[src/rtl/iexecute.sv]
// Execute stage of the 5-stage MIPS pipeline: control decode, operand forwarding,
// ALU, a multi-cycle signed multiplier writing HI/LO, beq resolution and the EX/MEM register.
module iexecute #(
  parameter int MULT_CYCLES = 4,
  parameter int PC_W        = 10
) (
  input  logic            clock,
  input  logic            reset,
  input  logic [5:0]      ip_opcode,
  input  logic [5:0]      ip_function_opcode,
  input  logic [PC_W-1:0] ip_PC_plus_4,
  input  logic [31:0]     ip_read_data_1,
  input  logic [31:0]     ip_read_data_2,
  input  logic [31:0]     ip_immediate,
  input  logic [4:0]      ip_dest_reg_R_type,
  input  logic [4:0]      ip_dest_reg_I_type,
  input  logic [4:0]      ip_dec_rs,
  input  logic [4:0]      ip_dec_rt,
  input  logic            ip_flush,
  input  logic            ip_wb_RegWrite,
  input  logic [4:0]      ip_wb_dest,
  input  logic [31:0]     ip_wb_data,
  output logic [31:0]     op_alu_result,
  output logic [31:0]     op_write_data,
  output logic [4:0]      op_dest_reg,
  output logic            op_RegWrite,
  output logic            op_MemRead,
  output logic            op_MemWrite,
  output logic            op_MemtoReg,
  output logic            op_zero,
  output logic            op_branch,
  output logic [PC_W-1:0] op_branch_target,
  output logic            op_busy
);

  localparam int CNT_W = $clog2(MULT_CYCLES + 1);

  typedef enum logic {IDLE, MULT} state_t;
  typedef enum logic [2:0] {ALU_ADD, ALU_SUB, ALU_AND, ALU_OR, ALU_SLT, ALU_HI, ALU_LO} alu_op_t;

  state_t          state_q, state_d;
  logic [CNT_W-1:0] cnt_q;
  logic [31:0]     mult_a, mult_b, hi, lo;
  logic [63:0]     product;

  logic    reg_write, mem_read, mem_write, mem_to_reg;
  logic    is_beq, is_mult, use_imm, dest_is_i;
  alu_op_t alu_op;

  // NOTE: every signal driven here gets a default first, so no path can infer a latch.
  always_comb begin
    reg_write  = 1'b0;
    mem_read   = 1'b0;
    mem_write  = 1'b0;
    mem_to_reg = 1'b0;
    is_beq     = 1'b0;
    is_mult    = 1'b0;
    use_imm    = 1'b0;
    dest_is_i  = 1'b0;
    alu_op     = ALU_ADD;
    case (ip_opcode)
      6'h00: begin
        case (ip_function_opcode)
          6'h20: reg_write = 1'b1;
          6'h22: begin reg_write = 1'b1; alu_op = ALU_SUB; end
          6'h24: begin reg_write = 1'b1; alu_op = ALU_AND; end
          6'h25: begin reg_write = 1'b1; alu_op = ALU_OR;  end
          6'h2A: begin reg_write = 1'b1; alu_op = ALU_SLT; end
          6'h10: begin reg_write = 1'b1; alu_op = ALU_HI;  end
          6'h12: begin reg_write = 1'b1; alu_op = ALU_LO;  end
          6'h18: is_mult = 1'b1;
          default: ;
        endcase
      end
      6'h08: begin reg_write = 1'b1; use_imm = 1'b1; dest_is_i = 1'b1; end
      6'h23: begin
        reg_write  = 1'b1;
        mem_read   = 1'b1;
        mem_to_reg = 1'b1;
        use_imm    = 1'b1;
        dest_is_i  = 1'b1;
      end
      6'h2B: begin mem_write = 1'b1; use_imm = 1'b1; end
      6'h04: is_beq = 1'b1;
      default: ;
    endcase
  end

  // A load sitting in EX/MEM has no data yet; the hazard unit stalls for it instead.
  logic ex_fwd_en, wb_fwd_en;
  assign ex_fwd_en = op_RegWrite && !op_MemtoReg && (op_dest_reg != 5'd0);
  assign wb_fwd_en = ip_wb_RegWrite && (ip_wb_dest != 5'd0);

  function automatic logic [31:0] forward(
    input logic [4:0]  addr,
    input logic [31:0] reg_val,
    input logic        ex_en,
    input logic [4:0]  ex_dest,
    input logic [31:0] ex_val,
    input logic        wb_en,
    input logic [4:0]  wb_dest,
    input logic [31:0] wb_val
  );
    if (ex_en && ex_dest == addr)      return ex_val;
    else if (wb_en && wb_dest == addr) return wb_val;
    else                               return reg_val;
  endfunction

  logic [31:0]     opnd_a, opnd_b, alu_b, alu_result;
  logic [PC_W-1:0] branch_target;

  assign opnd_a = forward(ip_dec_rs, ip_read_data_1, ex_fwd_en, op_dest_reg, op_alu_result,
                          wb_fwd_en, ip_wb_dest, ip_wb_data);
  assign opnd_b = forward(ip_dec_rt, ip_read_data_2, ex_fwd_en, op_dest_reg, op_alu_result,
                          wb_fwd_en, ip_wb_dest, ip_wb_data);
  assign alu_b  = use_imm ? ip_immediate : opnd_b;
  assign branch_target = ip_PC_plus_4 + {ip_immediate[PC_W-3:0], 2'b00};

  always_comb begin
    alu_result = 32'd0;
    case (alu_op)
      ALU_ADD: alu_result = opnd_a + alu_b;
      ALU_SUB: alu_result = opnd_a - alu_b;
      ALU_AND: alu_result = opnd_a & alu_b;
      ALU_OR:  alu_result = opnd_a | alu_b;
      ALU_SLT: alu_result = {31'd0, $signed(opnd_a) < $signed(alu_b)};
      ALU_HI:  alu_result = hi;
      ALU_LO:  alu_result = lo;
      default: alu_result = 32'd0;
    endcase
  end

  // Sign-extending to 64 bits first makes the unsigned product equal the signed one.
  assign product = {{32{mult_a[31]}}, mult_a} * {{32{mult_b[31]}}, mult_b};

  logic start, bubble;
  assign start   = (state_q == IDLE) && is_mult && !ip_flush;
  assign bubble  = (state_q == MULT) || ip_flush || is_mult;
  assign op_busy = (state_q == MULT);

  always_comb begin
    state_d = state_q;
    case (state_q)
      IDLE:    if (start) state_d = MULT;
      MULT:    if (cnt_q == CNT_W'(1)) state_d = IDLE;
      default: state_d = IDLE;
    endcase
  end

  // NOTE: HI/LO are architectural state and are cleared by reset like any other register;
  // a reset mid-multiply therefore discards the product.
  always_ff @(posedge clock) begin
    if (reset) begin
      state_q <= IDLE;
      cnt_q   <= '0;
      mult_a  <= 32'd0;
      mult_b  <= 32'd0;
      hi      <= 32'd0;
      lo      <= 32'd0;
    end else begin
      // NOTE: non-blocking assignments so every register samples pre-edge values.
      state_q <= state_d;
      if (start) begin
        mult_a <= opnd_a;
        mult_b <= opnd_b;
        cnt_q  <= CNT_W'(MULT_CYCLES - 1);
      end else if (state_q == MULT) begin
        cnt_q <= cnt_q - CNT_W'(1);
        if (cnt_q == CNT_W'(1)) {hi, lo} <= product;
      end
    end
  end

  always_ff @(posedge clock) begin
    if (reset) begin
      op_alu_result    <= 32'd0;
      op_write_data    <= 32'd0;
      op_dest_reg      <= 5'd0;
      op_RegWrite      <= 1'b0;
      op_MemRead       <= 1'b0;
      op_MemWrite      <= 1'b0;
      op_MemtoReg      <= 1'b0;
      op_zero          <= 1'b0;
      op_branch        <= 1'b0;
      op_branch_target <= '0;
    end else begin
      op_alu_result    <= alu_result;
      op_write_data    <= opnd_b;
      op_branch_target <= branch_target;
      if (bubble) begin
        op_dest_reg <= 5'd0;
        op_RegWrite <= 1'b0;
        op_MemRead  <= 1'b0;
        op_MemWrite <= 1'b0;
        op_MemtoReg <= 1'b0;
        op_zero     <= 1'b0;
        op_branch   <= 1'b0;
      end else begin
        op_dest_reg <= !reg_write ? 5'd0 :
                       dest_is_i  ? ip_dest_reg_I_type : ip_dest_reg_R_type;
        op_RegWrite <= reg_write;
        op_MemRead  <= mem_read;
        op_MemWrite <= mem_write;
        op_MemtoReg <= mem_to_reg;
        op_zero     <= (opnd_a == opnd_b);
        op_branch   <= is_beq;
      end
    end
  end

endmodule

[config.mk]
export PLATFORM = sky130hd
export DESIGN_NAME = iexecute
export DESIGN_NICKNAME = d
export VERILOG_FILES = /design/src/rtl/iexecute.sv
export SDC_FILE = /design/constraint.sdc
export NUM_CORES = 2
export LEC_CHECK = 0
export BUFFER_PORTS_ARGS = -buffer_cell sky130_fd_sc_hd__buf_2
export CAP_MARGIN = 15
export CORE_UTILIZATION = 49
export CTS_BUF_LIST = sky130_fd_sc_hd__clkbuf_2 sky130_fd_sc_hd__clkbuf_4 sky130_fd_sc_hd__clkbuf_8
export DETAILED_ROUTE_END_ITERATION = 10
export PLACE_DENSITY = 0.77
export SLEW_MARGIN = 20
export SYNTH_ARGS = -nofsm -noshare
export SYNTH_HDL_FRONTEND = slang
export SYNTH_SLANG_ARGS = --single-unit
[constraint.sdc]
create_clock -name clock -period 9.3 [get_ports clock]
set_input_delay 2.79 -clock clock [delete_from_list [all_inputs] [get_ports clock]]
set_output_delay 2.79 -clock clock [all_outputs]
set_load 0.03 [all_outputs]
==> key figures <==
Logic synthesis
  • Ys flop type: dfxtp_1
  • Yosys Warn Count: 0
  • Post-synth ARST share: 0%
  • Mapped Cells: 5,754
  • Seq cells post-synth: 216
  • Synthesized cell area: slightly above 0.05 mm2
  • Syn_nets: 7,307
  • Post-synth EDFFs: 0
  • Avg Synthesized Cell Area: 8.783 um2
  • Count of cell types in the netlist: just over 80
  • Register area share after synthesis: 8.556%

Finish
  • Nets: 7,453
  • Fillers: 9,275
  • Leading cell type in the layout, fill and taps excluded: inv_1
  • Share of cells above drive strength 1: 9.541%
  • Area Growth Syn to Fin: 8.131%
  • Design Area, Final: 0.05465 mm2
  • Most frequent cells in the layout: inv_1, fa_1, nand2_1

Placement
  • Final HPWL DP: 129.8 mm
  • IO buf count: between 200 and 300
  • Placed cell area: ~0.054 mm2
  • Routability congestion estimate: 0.9843

STA
  • Tmin final: 8782 ps
  • Fmax: 113.9 MHz
  • Max_slew headroom: 8.438%
  • Least-Margin Pin Slew: 1359 ps
  • Final setup fails: 0
  • Unrepaired setup endpoints after global routing: no
  • Max Slew Vio Count: 0
  • Setup TNS: 0 ps
  • Tcrit/Tclk final: a little over nine tenths
  • Final hold violations: 0
  • Worst clock skew: ~35 ps

Die
  • Row cnt: 117
  • Core Area: between 0.1 and 0.15 mm2
  • Die area: around 0.10 mm2
  • Die Span Y: 323.2 um
  • Top Ports: 265
  • Initial cell density of the core: between 40% and 50%
  • Die Wd: 323.2 um

Clocking
  • # Post-CTS Setup Buffers: 0
  • Clk_lat worst skew: 630 ps
  • H-tree levels: 2
  • CTS Buf Count: 43
  • Root Buffer Master: clkbuf_8
  • Hold-fix buffers, CTS: 0
  • Longest Clk Path Bufs: 3
  • CTS Sinks: roughly 220
  • CTS tree: yes
  • Clk slew on worst S/H paths: 60 ps
  • Post-cts resize count: 0

Global routing
  • GR Overflow Total: 0
  • Pin count of the biggest net entering global routing: slightly below 80
  • Vias in the first global route: about 44,000
  • Initial antenna violation count: 7
  • First-pass GRT wire length: 250.4 mm
  • Total track usage: a little under a third

Drt
  • Antenna viol nets, final: 0
  • Top routing layer in use: met4
  • First-pass detailed-route iteration total: 6
  • Met3 wire length: 13.25 mm
  • Detailed router's first-iteration violation count: 3,337
  • Via density: 5.592
  • Wire length on met1: roughly 61 mm
  • Met2 WL post-DR: roughly 76 mm
  • Drc violations: 0
  • Routed len/inst: 21.62 um
  • Total length of routed wires: about 160 mm
  • Vias: 40,850

Setup path
  • Worst path max stage delay: between 1000 and 1500 ps
  • Peak fanout along the critical path: 16
  • Critical Path AT: 9300 ps
  • Crit path required time: about 9800 ps
  • CP max-delay cell: dfxtp_1
  • Most common cell on crit path: fa_1
  • Setup crit end kind: flip-flop
  • Crit path launch type: flip-flop
  • CP bufs+invs: 4
  • Worst-path cell chain: buf_4 > nand2_1 > fa_1 > fa_1 > inv_1 > fa_1 > fa_1 > fa_1 > fa_1 > fa_1 > inv_1 > fa_1 > inv_1 > ha_1 > nand2_1 > or4_1 > or3_1 > nor4_1 > o21ai_1 > nand3_1 > a31oi_1 > xnor2_1 > nand2_1 > a21oi_1
  • Crit path max-delay family: adder cells
  • Crit Path Class: flip-flop to flip-flop

Run status
  • Status: complete, no violations

Run
  • Max-cap violations: 0

Worst hold path
  • Hold Path Class: flip-flop to flip-flop

Pwr
  • Leakage: 26.75 nW
  • VDD IR max: roughly 0.09 mV
  • PwrDens: just over 50 mW/mm2
==> layer usage <==
| metal | up-vias | global-route usage [%] |
|---|---|---|
| li1 | 17870 | - |
| met1 | 20700 | 39.47 |
| met2 | 1888 | 52.11 |
| met3 | 401 | 5.860 |
| met4 | 0 | 14.54 |
| met5 | - | 0 |
==> layout make-up <==
cell class	instances	area (um2)	share of cell area [%]
Sequential cell	216	4328	7.920
Timing Repair Buffer	429	2616	4.788
Inverter	1094	4106	7.515
Clock inverter	18	203.9	0.3732
Tap cell	1368	1712	3.132
Antenna cell	5	12.51	0.02290
Clock buffer	59	762.0	1.394
Multi-Input combinational cell	4116	40910	74.86
==> stage by stage <==
stage               instances  setup WS (ps)  util [%]  hold WS, ps  total power, W
detailed placement       7223          691.0     52.60        446.9        0.001695
global placement         7223          680.0     52.59        441.4        0.001699
CTS                      7300          620.1     53.54        454.8        0.002828
global route             7302          123.8     53.55        471.6        0.002924
floorplan                5754           1359         -        429.8        0.001424
finish                   7305          518.2     53.56        452.8        0.002831
==> report_power, final <==
group / internal, W / leakage, nW / switching (W) / total, W
clock network: 0.000646 / 0.500 / 0.000490 / 0.00114
registers: 0.000960 / 1.76 / 0.0000332 / 0.000993
logic: 0.000252 / 24.5 / 0.000451 / 0.000703
==> synth_stat cells, drive strengths merged, types with 8 or more instances <==
cell | number | area, um2
a22o | 9 | 78.83
a21o | 52 | 390.4
nand4 | 20 | 125.1
a31oi | 21 | 131.4
nor2 | 209 | 784.5
o31ai | 10 | 75.07
a211oi | 21 | 157.7
fa | 1085 | 21720
o22ai | 10 | 62.56
a221o | 9 | 90.09
o21a | 14 | 105.1
a2111oi | 8 | 70.07
or3 | 11 | 68.82
dfxtp | 216 | 4324
a22oi | 17 | 127.6
o21bai | 18 | 135.1
and2 | 528 | 3303
o221ai | 11 | 96.34
nand2b | 28 | 175.2
nor2b | 30 | 187.7
mux2i | 70 | 732.0
a221oi | 25 | 219.0
mux2 | 28 | 345.3
xor2 | 34 | 297.8
nand2 | 807 | 3029
nand3 | 29 | 145.1
and3 | 13 | 81.33
inv | 1094 | 4106
ha | 289 | 3616
clkbuf | 316 | 1186
o211ai | 29 | 217.7
buf | 12 | 72.56
xnor2 | 107 | 937.2
nor4 | 16 | 112.6
nor3 | 29 | 161.4
a21oi | 265 | 1326
o21ai | 155 | 787.0
==> worst register-to-register path: cells and delay by family, from the launching register on <==
family	cells	cell delay, ps
adders and majority gates	9	4410
and+or+nand+nor	7	1800
DFF	1	1100
buffers and inverters	4	570
AOI/OAI and AO/OA	3	530
xor gates and xnor gates	1	290
==> kinds of logic after synthesis <==
logic type	synth area share, %
fa+ha+maj	50.13
compound gates	9.269
simple gates	16.85
buf+inv	10.62
flops	8.556
xor+xnor	2.444
mux	2.132
==> worst paths after layout <==
check	from	to	slack, ps	cells after the start
worst max-delay path	mult_a[14]	hi[20]	520	24
worst min-delay path	mult_b[24]	mult_b[24]	450	2
worst min register to register	mult_b[24]	mult_b[24]	450	2
worst max register to register	mult_a[14]	hi[20]	520	24
No activity file was read; power rests on OpenSTA's default activity.
